$ cat src/rtl/lsu_pkg.sv
// lsu_pkg: shared op encodings, FSM states and access legality check for mem_access_unit
package lsu_pkg;

    localparam logic [2:0] OP_B  = 3'b000;
    localparam logic [2:0] OP_H  = 3'b001;
    localparam logic [2:0] OP_W  = 3'b010;
    localparam logic [2:0] OP_BU = 3'b100;
    localparam logic [2:0] OP_HU = 3'b101;

    typedef enum logic [0:0] {
        S_IDLE  = 1'b0,
        S_WRITE = 1'b1
    } state_t;

    // Unsigned sub-word ops only make sense for loads; halves need even
    // addresses and words need word-aligned addresses.
    function automatic logic access_ok(input logic is_store, input logic [2:0] op, input logic [1:0] a);
        return (op == OP_B) || (op == OP_BU && !is_store) ||
               (op == OP_H && !a[0]) || (op == OP_HU && !is_store && !a[0]) ||
               (op == OP_W && a == 2'b00);
    endfunction

endpackage

$ cat src/rtl/lsu_lane.sv
// lsu_lane: combinational byte/half lane extraction with extension for loads and lane merge for stores
//   word       : 32-bit word read from memory
//   addr       : byte offset within the word (little-endian lanes)
//   op         : access size/sign encoding
//   store_data : right-aligned store data (only the low half is ever merged)
//   load_data  : extracted and sign/zero-extended load value
//   merged     : word with the addressed byte/half replaced by store_data
module lsu_lane
    import lsu_pkg::*;
(
    input  logic [31:0] word,
    input  logic [1:0]  addr,
    input  logic [2:0]  op,
    input  logic [15:0] store_data,
    output logic [31:0] load_data,
    output logic [31:0] merged
);

    logic [4:0]  sh;
    logic [7:0]  b;
    logic [15:0] h;

    always_comb begin
        sh        = {addr, 3'b000};
        b         = 8'(word >> sh);
        h         = addr[1] ? word[31:16] : word[15:0];
        load_data = op == OP_B  ? {{24{b[7]}}, b} :
                    op == OP_BU ? {24'h0, b} :
                    op == OP_H  ? {{16{h[15]}}, h} :
                    op == OP_HU ? {16'h0, h} : word;
        merged    = op == OP_H ? (addr[1] ? {store_data, word[15:0]} : {word[31:16], store_data}) :
                    (word & ~(32'hFF << sh)) | ({24'h0, store_data[7:0]} << sh);
    end

endmodule

$ cat src/rtl/mem_access_unit.sv
// mem_access_unit: load/store alignment stage converting B/H/W accesses into word-only memory accesses
//   clk, reset   : clock, synchronous active-high reset
//   req          : MEM-stage access request (inputs held while stall=1)
//   isStore, op  : direction and size/sign of the access
//   address      : byte address; storeData: right-aligned store data
//   stall        : combinational pipeline hold during the read half of a sub-word store
//   loadData     : registered extended load result, qualified by loadValid
//   fault        : registered pulse for misaligned access or illegal op
//   memAddress, memDataWrite, memWrite, memRead, memDataRead : word-wide data memory port
module mem_access_unit
    import lsu_pkg::*;
#(
    parameter int ADDR_W = 32
) (
    input  logic              clk,
    input  logic              reset,
    input  logic              req,
    input  logic              isStore,
    input  logic [2:0]        op,
    input  logic [ADDR_W-1:0] address,
    input  logic [31:0]       storeData,
    output logic              stall,
    output logic [31:0]       loadData,
    output logic              loadValid,
    output logic              fault,
    output logic [ADDR_W-1:0] memAddress,
    output logic [31:0]       memDataWrite,
    output logic              memWrite,
    output logic              memRead,
    input  logic [31:0]       memDataRead
);

    state_t            state;
    logic [31:0]       buffer;
    logic [ADDR_W-1:0] waddr;
    logic [ADDR_W-1:0] word_addr;
    logic [31:0]       lane_load;
    logic [31:0]       lane_merged;
    logic              idle;
    logic              ok;
    logic              accept;

    lsu_lane u_lane (
        .word       (memDataRead),
        .addr       (address[1:0]),
        .op         (op),
        .store_data (storeData[15:0]),
        .load_data  (lane_load),
        .merged     (lane_merged)
    );

    // Reset gates the enables so nothing reaches memory while reset is held.
    always_comb begin
        idle         = state == S_IDLE;
        ok           = access_ok(isStore, op, address[1:0]);
        word_addr    = {address[ADDR_W-1:2], 2'b00};
        accept       = idle && req && ok && !reset;
        stall        = idle && req && ok && isStore && op != OP_W;
        memRead      = accept && (!isStore || op != OP_W);
        memWrite     = !reset && (!idle || (accept && isStore && op == OP_W));
        memAddress   = idle ? word_addr : waddr;
        memDataWrite = idle ? storeData : buffer;
    end

    always_ff @(posedge clk) begin
        if (reset) begin
            state     <= S_IDLE;
            loadData  <= '0;
            loadValid <= 1'b0;
            fault     <= 1'b0;
            buffer    <= '0;
            waddr     <= '0;
        end else begin
            loadValid <= accept && !isStore;
            fault     <= idle && req && !ok;
            if (accept && !isStore) loadData <= lane_load;
            if (stall) begin
                buffer <= lane_merged;
                waddr  <= word_addr;
            end
            state <= stall ? S_WRITE : S_IDLE;
        end
    end

endmodule

$ cat config.mk
export PLATFORM = sky130hd
export DESIGN_NAME = mem_access_unit
export DESIGN_NICKNAME = d
export VERILOG_FILES = /design/src/rtl/lsu_pkg.sv /design/src/rtl/lsu_lane.sv /design/src/rtl/mem_access_unit.sv
export SDC_FILE = /design/constraint.sdc
export NUM_CORES = 1
export LEC_CHECK = 0
export ABC_AREA = 1
export BUFFER_PORTS_ARGS = -buffer_cell sky130_fd_sc_hd__buf_2
export CAP_MARGIN = 20
export CORE_UTILIZATION = 58
export DETAILED_ROUTE_END_ITERATION = 12
export HOLD_SLACK_MARGIN = 0.12
export PLACE_DENSITY = 0.93
export SETUP_SLACK_MARGIN = 0.15
export SYNTH_ARGS = -nofsm -noshare
export SYNTH_HDL_FRONTEND = slang
export SYNTH_HIERARCHICAL = 1
export SYNTH_SLANG_ARGS = --single-unit
$ cat constraint.sdc
create_clock -name clk -period 2.2 [get_ports clk]
set_input_delay 0.11 -clock clk [delete_from_list [all_inputs] [get_ports clk]]
set_output_delay 0.11 -clock clk [all_outputs]
set_load 0.01 [all_outputs]
Word level (Yosys, flattened, before mapping)
Cells that the tools add are included.

Register bits: 97. Bits in latches: 0. Bits in writable memories: 0. Memory bits (read-only): 0. Bits of input ports: 103. Output and inout port bits: 101. Logic and storage cells: 56. Memories kept: 0.

Add/sub/neg operators: 0. Multipliers: 0. Div/mod/pow operators: 0. $lt $le $gt $ge: 0. Equality and inequality tests: 5. Shift-type cells: 3. Multiplexer cells: 10. Bitwise gates (word level): 4. Reduce and logical (&&, ||, !) cells: 28.

Operators by type and width (number): two-way mux 32 bit (8); AND 32 bit (1); NOT 32 bit (1); bitwise OR 32 bit (1); << shifter 8 x 5 -> 32 bit (1); << shifter 8 x 5 -> 32 bit (first input constant) (1); >> shifter 32 x 5 -> 8 bit (1); logical AND 1 bit (16); two-way mux 16 bit (1); equality test 3 bit (second input constant) (2); logical OR 1 bit (6); zero test 1 bit (4); equality test 3 x 1 -> 1 bit (second input constant) (1); equality test 3 x 2 -> 1 bit (second input constant) (1); zero test 3 bit (1); != test 3 x 2 -> 1 bit (second input constant) (1); zero test 2 bit (1); two-way mux 1 bit (1); NOT 1 bit (1).

Depth between registers and ports, before layout
Word-level depth: 12. Mapped depth: 12. Gate-level depth less buffers: 11.

Modules after synthesis
Netlist, hierarchy kept.

By module, submodules not included: mem_access_unit (times used 1, cells an instance 838, area an instance 5107.4 µm², sequential area each 1941.9 µm²); lsu_lane (times used 1, cells an instance 459, area an instance 2115.8 µm², sequential area each 0.0 µm²).

Worst setup path after synthesis
OpenSTA, ideal clock, no wires.

Kind: register to output. From: register state. To: output port memWrite. Arrival: 1.147 ns. Data required time: 2.090 ns. Slack: 0.943 ns. Cell stages (with the launch flop): 7. Path buffers: 1. Path through: dfxtp_1 inv_2 nand2_2 nor2_4 buf_2 nand3_1 a21oi_1.

Cells in the longest elaborated chain, start to end: 8.

RTL lines: start: declaration (line mem_access_unit.sv:33) `state_t state;`; start signal: assignment (line mem_access_unit.sv:81) `state <= stall ? S_WRITE : S_IDLE;`; NOT 1 bit (line mem_access_unit.sv:54) `idle = state == S_IDLE;`; logical AND 1 bit (3 in series) (line mem_access_unit.sv:57) `accept = idle && req && ok && !reset;`; logical AND 1 bit (2 in series) (line mem_access_unit.sv:60) `memWrite = !reset && (!idle || (accept && isStore && op == OP_W));`; logical OR 1 bit (*) (line mem_access_unit.sv:60); logical AND 1 bit (*) (line mem_access_unit.sv:60); end: declaration (line mem_access_unit.sv:28) `output logic memWrite,`.

Every way passes the cells marked *; elsewhere a longest branch is shown, timed or not.

Final worst setup path
From: input port isStore. To: output port memWrite.

Cells in the longest elaborated chain, start to end: 12. Elaborated cells between the ends (all ways): 14. Those cells by class: 14 x reduce/logical.

RTL lines: start: declaration (line mem_access_unit.sv:18) `input logic isStore,`; zero test 1 bit (line lsu_pkg.sv:18, lsu_pkg.sv:19); logical AND 1 bit (line lsu_pkg.sv:18) `return (op == OP_B) || (op == OP_BU && !is_store) ||`; logical OR 1 bit (2 in series) (line lsu_pkg.sv:18); logical OR 1 bit (2 in series) (line lsu_pkg.sv:19) `(op == OP_H && !a[0]) || (op == OP_HU && !is_store && !a[0]) ||`; logical AND 1 bit (2 in series) (line mem_access_unit.sv:57); logical AND 1 bit (*) (2 in series) (line mem_access_unit.sv:60); logical OR 1 bit (*) (line mem_access_unit.sv:60); logical AND 1 bit (*) (line mem_access_unit.sv:60).

Marks and branches as above.

==> impl_metrics.tcl <==
set metrics [dict create \
    maxSlewViolCount 0 \
    std_cell_rows 40 \
    grt_pass1_wl_microns 36400 \
    use_met1 0.435 \
    startpoint_type "input port" \
    syn_inst 1297 \
    start_util 0.599 \
    viasPerCell 5.32 \
    power_uw 4670 \
    ys_async_sr_fraction 0 \
    setup_viol 0 \
    dieArea_sq_um 12900 \
    antenna_found_initial 1 \
    critical-path-top-delay-family "buffers and inverters" \
    grt_max_degree 93 \
    io_buffers 201 \
    r2r_end "loadData[20]" \
    holdPathEnd "waddr[13]" \
    leakage_uw 0.00479 \
    htreeDepth 3 \
    drive_gt1_frac 0.180 \
    wire_per_inst_microns 13.8 \
    dp.cells 1601 \
    tightest_slew_ns 0.640 \
    cts_sinks 97 \
    min_path_cells 5 \
    cts_setup_buffers 0 \
    fin_nets 1572 \
    drt_iter0_markers 1210 \
    grt_pass1_vias 7583 \
    period_share 0.870 \
    core_area_sq_um 12100 \
    synth_top_area_share 0.269 \
    synth_edf_count 0 \
    gp_congestion 0.969 \
    cts_root_buffer "clkbuf_16" \
    cp_data_arrival_time_ns 1.81 \
    synth_ff_type "dfxtp_1" \
    grtUsageTotal 0.353 \
    finalSetupTns_ns 0 \
    max_stage_delay_ns 0.55 \
    die_y_microns 114 \
    synth.distinct_cells 30 \
    instances_no_fill 1642 \
    ctsLongestPathBuffers 2 \
    top_usage_layer "met2" \
    synth_seq_cells 97 \
    synth_area_leaders "dfxtp_1 (27%), nand2_1 (24%), nor2_1 (8.9%)" \
    hp-start "address[13]" \
    area_growth_pct 20.8 \
    n_antenna_cell 0 \
    hold_viol 0 \
    netlist_area_sq_um 7220 \
    num_vias 8743 \
    crit_buf_inv 4 \
    path_max_fanout 33 \
    slew_headroom 0.573 \
    cellPowerDensity_nw_per_um2 535 \
    status "finished, final reports clean" \
    avgSynthCellArea_sq_um 5.57 \
    detail-route-antenna-nets 0 \
    drv_cap 0 \
    synth_top_cell_by_area "dfxtp_1" \
    pin_count 204 \
    synth_commonest_cells "nand2_1 (469), nor2_1 (172), inv_1 (167), o21ai_0 (119), dfxtp_1 (97)" \
    reg2regPathDepth 7 \
    drc 0 \
    use_met3 0.0521 \
    criticalPathCategory "input port to primary output" \
    hold_path_class "input port to flip-flop" \
    wl_microns 22600 \
    cts_tree "yes" \
    clock_skew_ns 0.00566 \
    firstDrtPassIters 7 \
    fin_crit_ns 1.92 \
    r2r_setup_slack_ns 0.60 \
    die_width_microns 114 \
    seq_area_frac_synth 0.269 \
    rsz0062_at_grt "true" \
    ir_drop_v 0.000346 \
    synth_most_common_cell "nand2_1" \
    clk-insertion-delay-late_ns 0.35 \
    cts_buffers 9 \
    overflow 0 \
    path_clk_slew_ns 0.07 \
    critPathMostFrequentCell "buf_2" \
    crit_slowest_cell "dlygate4sd3_1" \
    nFillCells 1049 \
    critPathRequiredTime_ns 2.09 \
    yosys_warnings 6 \
    place_hpwl_microns 15600 \
    use_met2 0.599 \
    r2r_start "state" \
    end_kind "primary output" \
    path_cells "dlygate4sd3_1 > buf_2 > nand2_1 > nand3b_1 > nand2_2 > buf_8 > nand3_1 > a21oi_1 > buf_2" \
    fmax_mhz 522 \
]
-- cell usage in the layout (no fill, tap or decap), types with 7 or more instances in the layout --
| cell | instances |
|---|---|
| buf_2 | 201 |
| buf_4 | 16 |
| clkbuf_16 | 9 |
| dfxtp_1 | 96 |
| dlygate4sd3_1 | 25 |
| inv_1 | 166 |
| inv_2 | 7 |
| nand2_1 | 469 |
| nand3_1 | 68 |
| nand3b_1 | 33 |
| nand4_1 | 35 |
| nor2_1 | 172 |
| o211ai_1 | 15 |
| o21ai_0 | 119 |
-- metal layers --
metal,routed length (microns),vias to the layer above,part of all wire
li1,-,4320,-
met1,9160,3852,0.40
met2,10600,499,0.47
met3,2010,70,0.089
met4,815,2,0.036
met5,13,-,0.00057
-- power by group --
group	switching [uW]	total, uW	leakage, uW	internal, uW
Combinational	729	1160	0.00384	435
Sequential	34.3	1860	0.000788	1820
Clock	700	1640	0.000153	945
-- metrics by stage --
stage,hold slack (ns),instance area [sq um],utilization,setup WS (ns)
finish,0.136,8720,0.723,0.285
global route,0.163,8720,0.723,0.142
CTS,0.124,8710,0.722,0.183
detailed placement,0.378,8160,0.676,0.464
global placement,0.379,8160,0.676,0.480
floorplan,0.189,7230,-,0.943
-- state kept, by name, indices dropped and copies added, names as in the netlist --
signal / cells
buffer: 32
loadData: 32
waddr: 30
fault: 1
loadValid: 1
state: 1
-- area by class of cell --
cell class | count | area (sq um) | area share
inverter | 176 | 664 | 0.0762
timing repair buffer | 247 | 1460 | 0.168
clock buffer | 12 | 256 | 0.0294
sequential | 97 | 1940 | 0.223
clock inverter | 4 | 48.8 | 0.00559
tap | 168 | 210 | 0.0241
multi-input combinational | 938 | 4140 | 0.474
-- kinds of logic after synthesis --
logic type,after synthesis,synth area share
other cells,1,0.000519
buf+inv,263,0.159
simple gates,797,0.470
flops,97,0.269
compound gates,139,0.102
-- worst max path at each step --
stage | to | depth (start not counted) | from
floorplan | memWrite | 6 | state
global placement | loadData[1] | 8 | address[0]
finish | memWrite | 9 | isStore
global route | memWrite | 9 | isStore
detailed placement | loadData[22] | 8 | address[0]
CTS | memWrite | 9 | isStore
-- worst reg2reg max path: stages, from the launching register on --
cell and delay, ns:
dfxtp_2 0.33, inv_2 0.05, nand2_2 0.09, nor2_4 0.13, nand3_2 0.51, nand2_1 0.26
inv_1 0.07, nor2_1 0.09
-- repair_timing --
action / 4_1_cts / 5_1_grt
gates resized for setup: 0 / 3
hold buffers: 25 / 0
endpoints found under the hold margin: 24 / 0
endpoints found under the setup margin: 0 / 4
Note: power is estimated with default switching activity, not from simulation.
